File: config.mk
export PLATFORM = sky130hd
export DESIGN_NAME = fifo_uart_tx
export DESIGN_NICKNAME = d
export VERILOG_FILES = /design/src/rtl/fifo_uart_tx.sv
export SDC_FILE = /design/constraint.sdc
export NUM_CORES = 1
export LEC_CHECK = 0
export ABC_AREA = 1
export CORE_UTILIZATION = 42
export DETAILED_ROUTE_END_ITERATION = 10
export GPL_TIMING_DRIVEN = 0
export PLACE_DENSITY = 0.64
export SLEW_MARGIN = 20
export SYNTH_ARGS = -nofsm -noshare
export SYNTH_HDL_FRONTEND = slang
export SYNTH_SLANG_ARGS = --single-unit
File: constraint.sdc
create_clock -name clk -period 3.1 [get_ports clk]
set_input_delay 0.62 -clock clk [delete_from_list [all_inputs] [get_ports clk]]
set_output_delay 0.62 -clock clk [all_outputs]
set_load 0.02 [all_outputs]
File: src/rtl/fifo_uart_tx.sv
// fifo_uart_tx: buffers 9-bit packetizer words in a small synchronous FIFO,
// discards dummy words (bit 8 = 0), and serializes the payload bytes onto an
// 8N1 UART line, LSB first, at CLKS_PER_BIT clocks per bit.
// Optional macro UART_PARITY_EN adds an even-parity bit (8E1 framing).
module fifo_uart_tx #(
   parameter int CLKS_PER_BIT = 434,
   parameter int ADDR_W       = 4
) (
   input  logic        clk,
   input  logic        rst,
   input  logic [8:0]  fifo_din,
   input  logic        fifo_din_valid,
   output logic        tx,
   output logic        busy,
   output logic        fifo_full,
   output logic        fifo_empty,
   output logic        overflow,
   output logic [15:0] byte_count
);

   localparam int              DEPTH     = 1 << ADDR_W;
   localparam logic [15:0]     BAUD_LAST = 16'(CLKS_PER_BIT - 1);
   localparam logic [ADDR_W:0] FULL_CNT  = {1'b1, {ADDR_W{1'b0}}};

   typedef enum logic [2:0] {IDLE, START, DATA, PARITY, STOP} state_t;

   // FIFO storage and bookkeeping
   logic [7:0]        mem [DEPTH];
   logic [ADDR_W-1:0] wr_ptr, rd_ptr;
   logic [ADDR_W:0]   count;
   logic              wr_en, pop, drop;

   // serializer state
   state_t      state, state_n;
   logic [15:0] baud, baud_n;
   logic [2:0]  bit_idx, bit_idx_n;
   logic [7:0]  shift, shift_n;
   logic        par, par_n;
   logic        tx_n;
   logic [15:0] byte_cnt, byte_cnt_n;
   logic        bit_end;

   // Full/empty come straight off the occupancy register, so a pop in the
   // same cycle never opens a slot for a write.
   assign fifo_full  = (count == FULL_CNT);
   assign fifo_empty = (count == '0);
   assign wr_en      = fifo_din_valid & fifo_din[8] & ~fifo_full;
   assign drop       = fifo_din_valid & fifo_din[8] & fifo_full;
   assign bit_end    = (baud == BAUD_LAST);
   assign byte_count = byte_cnt;

   // FIFO storage write; contents need no reset
   always_ff @(posedge clk) begin
      if (wr_en) mem[wr_ptr] <= fifo_din[7:0];
   end

   // FIFO pointers, occupancy and sticky overflow
   always_ff @(posedge clk) begin
      if (!rst) begin
         wr_ptr   <= '0;
         rd_ptr   <= '0;
         count    <= '0;
         overflow <= 1'b0;
      end else begin
         if (wr_en) wr_ptr <= wr_ptr + 1'b1;
         if (pop)   rd_ptr <= rd_ptr + 1'b1;
         case ({wr_en, pop})
            2'b10:   count <= count + 1'b1;
            2'b01:   count <= count - 1'b1;
            default: count <= count;
         endcase
         if (drop) overflow <= 1'b1;
      end
   end

   // Serializer next-state, pop strobe and next line level
   always_comb begin
      state_n    = state;
      baud_n     = baud + 16'd1;
      bit_idx_n  = bit_idx;
      shift_n    = shift;
      par_n      = par;
      byte_cnt_n = byte_cnt;
      pop        = 1'b0;
      case (state)
         IDLE: begin
            baud_n = '0;
            if (!fifo_empty) begin
               pop     = 1'b1;
               shift_n = mem[rd_ptr];
               par_n   = ^mem[rd_ptr];
               state_n = START;
            end
         end
         START: begin
            if (bit_end) begin
               baud_n    = '0;
               bit_idx_n = '0;
               state_n   = DATA;
            end
         end
         DATA: begin
            if (bit_end) begin
               baud_n    = '0;
               shift_n   = {1'b0, shift[7:1]};
               bit_idx_n = bit_idx + 3'd1;
`ifdef UART_PARITY_EN
               if (bit_idx == 3'd7) state_n = PARITY;
`else
               if (bit_idx == 3'd7) state_n = STOP;
`endif
            end
         end
`ifdef UART_PARITY_EN
         PARITY: begin
            if (bit_end) begin
               baud_n  = '0;
               state_n = STOP;
            end
         end
`endif
         STOP: begin
            if (bit_end) begin
               baud_n     = '0;
               byte_cnt_n = byte_cnt + 16'd1;
               // chain straight into the next frame when data is waiting
               if (!fifo_empty) begin
                  pop     = 1'b1;
                  shift_n = mem[rd_ptr];
                  par_n   = ^mem[rd_ptr];
                  state_n = START;
               end else begin
                  state_n = IDLE;
               end
            end
         end
         default: begin
            baud_n  = '0;
            state_n = IDLE;
         end
      endcase

      // line level is a function of the state being entered, then registered
      case (state_n)
         START:   tx_n = 1'b0;
         DATA:    tx_n = shift_n[0];
         PARITY:  tx_n = par_n;
         default: tx_n = 1'b1;
      endcase
   end

   // Serializer state and registered outputs
   always_ff @(posedge clk) begin
      if (!rst) begin
         state    <= IDLE;
         baud     <= '0;
         bit_idx  <= '0;
         shift    <= '0;
         par      <= 1'b0;
         byte_cnt <= '0;
         tx       <= 1'b1;
         busy     <= 1'b0;
      end else begin
         state    <= state_n;
         baud     <= baud_n;
         bit_idx  <= bit_idx_n;
         shift    <= shift_n;
         par      <= par_n;
         byte_cnt <= byte_cnt_n;
         tx       <= tx_n;
         busy     <= (state_n != IDLE);
      end
   end

endmodule

==> reports/qor.yml, run 1 <==
max-slew-margin-rel: 0.331
yosysUniqueCellTypes: 44
worstSetupPathType: "reg2reg"
timing.rr.start: "baud[0]"
tns_ps: 0
drv_cap: 0
final_nets: 1031
core_region_area_sq_um: 20200
drive_gt1_frac: 0.0707
syn-instance-count: 955
cp.arrival_ps: 3090
finalHoldWorstSlack_ps: 468
yosys_warnings: 0
tightest_slew_ps: 1000
netlist_area_sq_um: 8690
placed_area_sq_um: 9350
cp-startpoint: "baud[0]"
cp_max_fo: 9
syn_nets: 980
final_cell_mix: "286 x nand2_1, 128 x edfxtp_1, 120 x inv_1"
r2r_setup_slack_ps: 370
synth-seq-area-share: 0.594
synth_edf_count: 128
io_buffers: 32
clock_latency_ps: 440
vias: 6542
hold_class: "reg2reg"
drt_wl_total_um: 21100
cp-end-kind: "flip-flop"
min_from: "shift[5]"
die_h_um: 146
cts.sinks: 194
htree_levels: 4
grt_overflow_total: 0
synth-async-reset-ratio: 0
dieArea_sq_um: 21300
avgSynthCellArea_sq_um: 9.10
hold_violations: 0
cts_made_buffers: 17
synthFlopType: "edfxtp_1"
place_hpwl_um: 14600
hold_path_end: "shift[5]"
path_clk_slew_ps: 80
worstPathRequired_ps: 3460
drc_errors: 0
dp_cells: 1257
final_common_cell: "nand2_1"
clock_skew_ps: 13.3
rows: 52
outcome: "finished clean"
rr_endpoint: "count[4]"
hold_depth: 2
grt_pass1_vias: 6122
finalSetupViolCount: 0
initial_utilization: 0.430
final_antenna_net_count: 0
p_leak_nw: 4.01
fillerInstances: 1896
drtPass1Iterations: 5
antenna_cells: 0
io_pins: 33
dieWidth_um: 146
fin_cells: 1288
clockBufferDepth: 2
grt_pass1_wl_um: 32800
rsz0062_at_grt: "no"
max_freq_mhz: 366
viasPerCell: 5.08
area_growth_pct: 14.5
drt_iter0_drc: 481
gp_congestion: 0.924
final_design_area_no_fill_sq_um: 9950
finalMaxSlewViolations: 0
powerDensity_nw_per_um2: 737
antenna_found_initial: 0
cp-start-kind: "flip-flop"
reg2reg_depth: 19
period_share: 0.881
ir_drop_mv: 0.469
ys_ff_latch: 194
post-route-min-period_ps: 2730
grt_max_degree: 18
clock-root-buffer: "clkbuf_16"
avgRoutedWirePerCell_um: 16.4
cts_tree: "done"
grt_use_total: 0.204
-- synth_stat cells, drive strengths merged (6+ instances only) --
library cell | instances | area, sq um
inv | 123 | 462
xor2 | 7 | 61.3
o21ai | 26 | 130
edfxtp | 128 | 3840
a21oi | 36 | 180
nor2 | 79 | 324
nand2 | 289 | 1090
nand3 | 93 | 470
nand4 | 12 | 90.1
nor3 | 11 | 71.3
clkbuf | 6 | 22.5
ha | 13 | 163
buf | 23 | 155
nor4 | 7 | 43.8
dfxtp | 66 | 1320
-- worst max-delay path: stages, from the launching register on --
cell	delay (ps)
dfxtp_1	390
ha_1	200
nand3_1	130
nor2_2	160
nand3_1	120
nand2_2	130
nand2_1	140
inv_1	120
clkbuf_4	210
ha_4	180
xor2_1	190
ha_1	170
inv_1	40
nand2_1	90
nand2_1	80
nand2_1	60
nand2_1	40
nand2_1	50
nand2_1	40
a21oi_1	110
-- registers in the layout, summed over array words and instances, names as in the netlist, 4 cells and up, named ones only --
register	count
baud	16
mem	128
shift	8
count	5
rd_ptr	4
byte_count	16
wr_ptr	4
-- metrics by stage --
step                       util  setup slack [ps]  total power (W)
final                     0.492               369          0.00734
after global routing      0.492              22.6          0.00769
after CTS                 0.491               138          0.00732
after detailed placement  0.462               180          0.00513
after global placement    0.462               216          0.00511
after floorplan               -               682          0.00442
-- where the power goes --
group | switching, W | total, W | internal (W) | leakage (nW)
Combinational | 0.00146 | 0.00215 | 0.000698 | 2.04
Sequential | 0.0000896 | 0.00298 | 0.00289 | 1.69
Clock | 0.000999 | 0.00220 | 0.00120 | 0.282
Total | 0.00255 | 0.00734 | 0.00479 | 4.01
-- layout make-up --
type                       instances  area, sq um  area share
multi-input combinational        608         2900       0.291
clock buffer                      18          429      0.0431
buffer                            29          180      0.0181
sequential                       194         5160       0.519
inverter                         124          465      0.0468
timing repair buffer              32          320      0.0322
clock inverter                    13          153      0.0153
tap                              270          338      0.0339
-- metal layers --
layer,global-route usage,share of wire
met5,0,0
met4,0.0711,0.021
met3,0.0445,0.059
met2,0.325,0.47
met1,0.276,0.45
-- cells by family after synthesis --
logic type               Yosys count  share of synthesized area
AO/OA/AOI/OAI                     78                     0.0492
XOR/XNOR                          11                     0.0111
flip-flops                       194                      0.594
buffers and inverters            153                     0.0740
AND/OR/NAND/NOR                  506                      0.253
adder cells (fa/ha/maj)           13                     0.0187
-- repair_timing --
item,4_1_cts,5_1_grt
gates resized for setup,0,5
buffers inserted,0,0
hold endpoints to repair,0,0
setup endpoints to repair,0,3
hold buffers,0,0
-- worst max-delay path by stage --
stage,slack (ps),to,depth (start not counted)
floorplan,680,count[4],19
global placement,220,count[4],18
detailed placement,180,count[4],18
CTS,140,count[4],19
global route,20,count[4],19
finish,370,count[4],19
No activity file was read; power rests on OpenSTA's default activity.
==> run 2: changes to the inputs <==
--- a/config.mk
+++ b/config.mk
@@ -7,6 +7,7 @@
 export LEC_CHECK = 0
 export ABC_AREA = 1
 export CORE_UTILIZATION = 42
+export CTS_BUF_LIST = sky130_fd_sc_hd__clkbuf_2 sky130_fd_sc_hd__clkbuf_4 sky130_fd_sc_hd__clkbuf_8
 export DETAILED_ROUTE_END_ITERATION = 10
 export GPL_TIMING_DRIVEN = 0
 export PLACE_DENSITY = 0.64
==> run 2 against run 1 <==
Against the previous run: via count is 0.28% higher; maximum frequency is 0.52% lower; utilization is 0.93 points lower; clock power is 24% lower; first-iteration DRC count stayed put; final cell count stayed put; largest cell class unchanged; highest routed layer unchanged.
==> reports/qor.yml, run 2 (synthesis gave the netlist of run 1 again) <==
min_from: "shift[5]"  # unchanged
rsz0062_at_grt: "no"  # unchanged
max-slew-margin-rel: 0.381  # was 0.331
slowest_delay_ps: 400  # was 390 ps
cp.arrival_ps: 3140  # was 3090 ps
core_region_area_sq_um: 20200  # unchanged
ir_drop_mv: 0.299  # was 0.469 mV
hold_depth: 2  # unchanged
grt_pass1_wl_um: 32400  # was 32800 um
drt_wl_total_um: 21000  # was 21100 um
cp_max_fo: 9  # unchanged
fillerInstances: 1920  # was 1896
place_hpwl_um: 14600  # unchanged
drive_gt1_frac: 0.0717  # was 0.0707
period_share: 0.886  # was 0.881
io_buffers: 32  # unchanged
timing.rr.start: "baud[0]"  # unchanged
die_h_um: 146  # unchanged
r2r_setup_slack_ps: 350  # was 370 ps
p_leak_nw: 3.93  # was 4.01 nW
clockBufferDepth: 2  # unchanged
powerDensity_nw_per_um2: 697  # was 737 nW/um^2
clock-root-buffer: "clkbuf_8"  # was clkbuf_16
reg2reg_depth: 19  # unchanged
slowest_stage: "dfxtp_1"  # unchanged
gp_congestion: 0.924  # unchanged
max_freq_mhz: 364  # was 366 MHz
antenna_found_initial: 0  # unchanged
viasPerCell: 5.09  # was 5.08
power_frac_clock: 0.246  # was 0.300
worstPathRequired_ps: 3490  # was 3460 ps
tns_ps: 0  # unchanged
avgRoutedWirePerCell_um: 16.3  # was 16.4 um
final_common_cell: "nand2_1"  # unchanged
grt_pass1_vias: 6086  # was 6122
drt_iter0_drc: 481  # unchanged
cts.sinks: 194  # unchanged
vias: 6560  # was 6542
grt_overflow_total: 0  # unchanged
seqPwrFrac: 0.438  # was 0.406
final_cell_mix: "286 x nand2_1, 128 x edfxtp_1, 120 x inv_1"  # unchanged
timing.critical_path.mode_cell: "nand2_1"  # unchanged
clock_skew_ps: 17.1  # was 13.3 ps
tightest_slew_ps: 924  # was 1000 ps
largest_reg_flops: 128  # unchanged
power_w: 0.00680  # was 0.00734 W
finalSetupViolCount: 0  # unchanged
cp-start-kind: "flip-flop"  # unchanged
area_growth_pct: 12.3  # was 14.5%
hold_class: "reg2reg"  # unchanged
antenna_cells: 0  # unchanged
dp_cells: 1257  # unchanged
grt_max_degree: 18  # unchanged
worstSetupPathType: "reg2reg"  # unchanged
grt_use_total: 0.201  # was 0.204
dieWidth_um: 146  # unchanged
final_nets: 1031  # unchanged
regMostFlops: "mem"  # unchanged
combPwrFrac: 0.316  # was 0.294
dieArea_sq_um: 21300  # unchanged
rows: 52  # unchanged
p_int_w: 0.00433  # was 0.00479 W
drc_errors: 0  # unchanged
crit_chain: "ha_1 > nand3_1 > nor2_2 > nand3_1 > nand2_2 > nand2_1 > inv_1 > clkbuf_4 > ha_4 > xor2_1 > ha_1 > inv_1 > nand2_1 > nand2_1 > nand2_1 > nand2_1 > nand2_1 > nand2_1 > a21oi_1"  # unchanged
initial_utilization: 0.430  # unchanged
finalMaxSlewViolations: 0  # unchanged
drtPass1Iterations: 5  # unchanged
hold_violations: 0  # unchanged
rr_endpoint: "count[4]"  # unchanged
cts_made_buffers: 17  # unchanged
post-route-min-period_ps: 2750  # was 2730 ps
final_antenna_net_count: 0  # unchanged
post-cts-setup-buffers: 0  # unchanged
cp-end-kind: "flip-flop"  # unchanged
drv_cap: 0  # unchanged
path_clk_slew_ps: 110  # was 80 ps
clock_latency_ps: 470  # was 440 ps
hold_path_end: "shift[5]"  # unchanged
fin_cells: 1288  # unchanged
io_pins: 33  # unchanged
outcome: "finished clean"  # unchanged
cts_tree: "done"  # unchanged
htree_levels: 4  # unchanged
p_sw_w: 0.00248  # was 0.00255 W
p_sw_frac: 0.364  # was 0.347
[run 2: cell types whose count changed in the layout (fill, tap and decap cells not counted)]
cell,before,now
clkbuf_16,17,0
clkbuf_8,0,17
clkbuf_4,1,2
clkbuf_1,7,6
[run 2: worst max path at each step]
stage                        from        to  slack [ps]  depth (start not counted)
after detailed placement  baud[0]  count[4]         180                         18
final                     baud[0]  count[4]         350                         19
after floorplan           baud[0]  count[4]         680                         19
after global placement    baud[0]  count[4]         220                         18
after CTS                 baud[0]  count[4]         130                         19
after global routing      baud[0]  count[4]          10                         19
[run 2: power groups by stage]
stage / clock network, W / logic [W] / registers (W)
2_1_floorplan: 0 / 0.00140 / 0.00303
3_3_place_gp: 0 / 0.00207 / 0.00303
3_5_place_dp: 0 / 0.00209 / 0.00304
4_1_cts: 0.00170 / 0.00210 / 0.00298
5_1_grt: 0.00179 / 0.00237 / 0.00299
6_report: 0.00168 / 0.00215 / 0.00298
[run 2: layer usage]
| metal | vias up | part of all wire | wire, um | track usage |
|---|---|---|---|---|
| met5 | - | 0 | 0 | 0 |
| met4 | 0 | 0.021 | 444 | 0.0800 |
| met3 | 29 | 0.068 | 1440 | 0.0361 |
| met2 | 193 | 0.47 | 9820 | 0.320 |
| met1 | 3101 | 0.44 | 9270 | 0.273 |
| li1 | 3237 | - | - | - |
[run 2: final cells by class]
| class | count | area, sq um | area share |
|---|---|---|---|
| timing repair buffer | 32 | 320 | 0.0328 |
| buffer | 29 | 180 | 0.0185 |
| tap | 270 | 338 | 0.0346 |
| inverter | 124 | 465 | 0.0477 |
| multi-input combinational | 608 | 2900 | 0.297 |
| clock buffer | 18 | 241 | 0.0247 |
| sequential | 194 | 5160 | 0.529 |
| clock inverter | 13 | 153 | 0.0156 |
[run 2: through the flow]
stage          hold slack (ps)  utilization  cell area (sq um)  setup WS, ps
3_3_place_gp               449        0.462               9350           216
2_1_floorplan              433            -               8690           682
4_1_cts                    472        0.482               9740           128
3_5_place_dp               456        0.462               9350           180
5_1_grt                    497        0.483               9760          9.81
6_report                   472        0.483               9760           355
[run 2: critical path, delay by kind of cell (launching register included)]
family                     cells  cell delay, ps
AOI/OAI and AO/OA              1             110
xor gates and xnor gates       1             190
adders and majority gates      3             550
buffers and inverters          3             370
DFF                            1             400
and+or+nand+nor               11            1050
[run 2: repair_timing]
| action | in CTS | in global routing |
|---|---|---|
| setup endpoints to repair | 0 | 3 |
| hold buffers | 0 | 0 |
| endpoints found under the hold margin | 0 | 0 |
| resized for setup | 0 | 5 |
==> run 3: changes to the inputs <==
--- a/config.mk
+++ b/config.mk
@@ -6,6 +6,7 @@
 export NUM_CORES = 1
 export LEC_CHECK = 0
 export ABC_AREA = 1
+export CAP_MARGIN = 20
 export CORE_UTILIZATION = 42
 export CTS_BUF_LIST = sky130_fd_sc_hd__clkbuf_2 sky130_fd_sc_hd__clkbuf_4 sky130_fd_sc_hd__clkbuf_8
 export DETAILED_ROUTE_END_ITERATION = 10
==> results of run 3 <==
Same layout as run 2: the final DEF is identical, and so are final timing and power.
==> edit (flow settings as in run 1) <==
`CLKS_PER_BIT`: 434 -> 325.
--- a/src/rtl/fifo_uart_tx.sv
+++ b/src/rtl/fifo_uart_tx.sv
@@ -3,7 +3,7 @@
 // 8N1 UART line, LSB first, at CLKS_PER_BIT clocks per bit.
 // Optional macro UART_PARITY_EN adds an even-parity bit (8E1 framing).
 module fifo_uart_tx #(
-   parameter int CLKS_PER_BIT = 434,
+   parameter int CLKS_PER_BIT = 325,
    parameter int ADDR_W       = 4
 ) (
    input  logic        clk,
Formal check against the unedited RTL: no difference found for any inputs over 10 cycles, from zero or initial values and one cycle with rst low; that may be too few to reach the edited logic, so the function may still have changed.
==> edit against run 1 <==
  * Synthesized area shrank 0.46%
  * Power up 0.70%
  * Worst setup slack improved by 0.020 ns
  * Wire length down 0.28%
  * Highest routed layer unchanged
  * Final area fell by 0.43%
  * Sequential cell count unchanged
  * First-iteration DRC count up 24%
==> edit: results (changes against run 1) <==
status complete, no violations (unchanged); global routing usage on met3 3.950% (was 4.451%); routed wire length 21040 um (was 21100 um); NetSw 2.725 mW (was 2.545 mW); Worst-Margin Slew 0.9237 ns (was 0.9996 ns); Comb pwr share 29.7% (was 29.4%); Synth Area in Compound Gates 5.077% (was 4.924%); Post-Place Worst Slack 0.3110 ns (was 0.1798 ns); Post-Synth Adder-Cell Area 1.880% (was 1.872%); total leakage power 3.993 nW (was 4.012 nW); fin nets 1026 (was 1031); Total GRT Usage 20.46% (was 20.45%); min-delay src baud[0] (was shift[5]); Crit path largest cell delay 0.34 ns (was 0.39 ns); critical path fanouts, max 8 (was 9); metal3 WL 1471 um (was 1252 um); met2 usage 32.81% (was 32.51%); sequential element share of the synthesized area 59.70% (was 59.43%); Final Skew 0.01619 ns (was 0.01331 ns); vias in the first global route 5891 (was 6122); layout cells sized above 1 7.199% (was 7.073%); vias 6466 (was 6542); Crit path arrival time 3.08 ns (was 3.09 ns); M1 WL 9387 um (was 9495 um); Synth Area in XOR/XNOR 1.519% (was 1.109%); Distinct cells, synth 41 (was 44); GR Layer Usage met1 27.53% (was 27.59%); DP HPWL 14120 um (was 14650 um); Area contributors post-synth edfxtp_1 44%, dfxtp_1 15%, nand2_1 12%, inv_1 5.3%, nand3_1 5.1% (was edfxtp_1 44%, dfxtp_1 15%, nand2_1 12%, nand3_1 5.3%, inv_1 5.2%)
## edit: metrics by stage
stage | total power [mW] | std cells | hold WS [ns] | instance area (um^2)
floorplan | 4.446 | 950 | 0.4297 | 8651
global placement | 5.146 | 1252 | 0.4469 | 9309
detailed placement | 5.172 | 1252 | 0.4542 | 9309
CTS | 7.365 | 1284 | 0.4719 | 9903
global route | 7.748 | 1284 | 0.4890 | 9908
finish | 7.389 | 1284 | 0.4665 | 9908
## edit: area by class of cell
type	count	area share (%)
Inverter	128	4.849
Clock inverter	15	1.705
Buffer	31	1.806
Sequential cell	194	52.13
Tap cell	270	3.410
Multi-Input combinational cell	597	28.58
Timing Repair Buffer	32	3.233
Clock buffer	17	4.293
## edit: path summary, 6_finish.rpt
check	slack [ns]	endpoint	depth (start not counted)
max	0.39	count[4]	18
min reg2reg	0.47	baud[0]	1
min	0.47	baud[0]	1
max reg2reg	0.39	count[4]	18
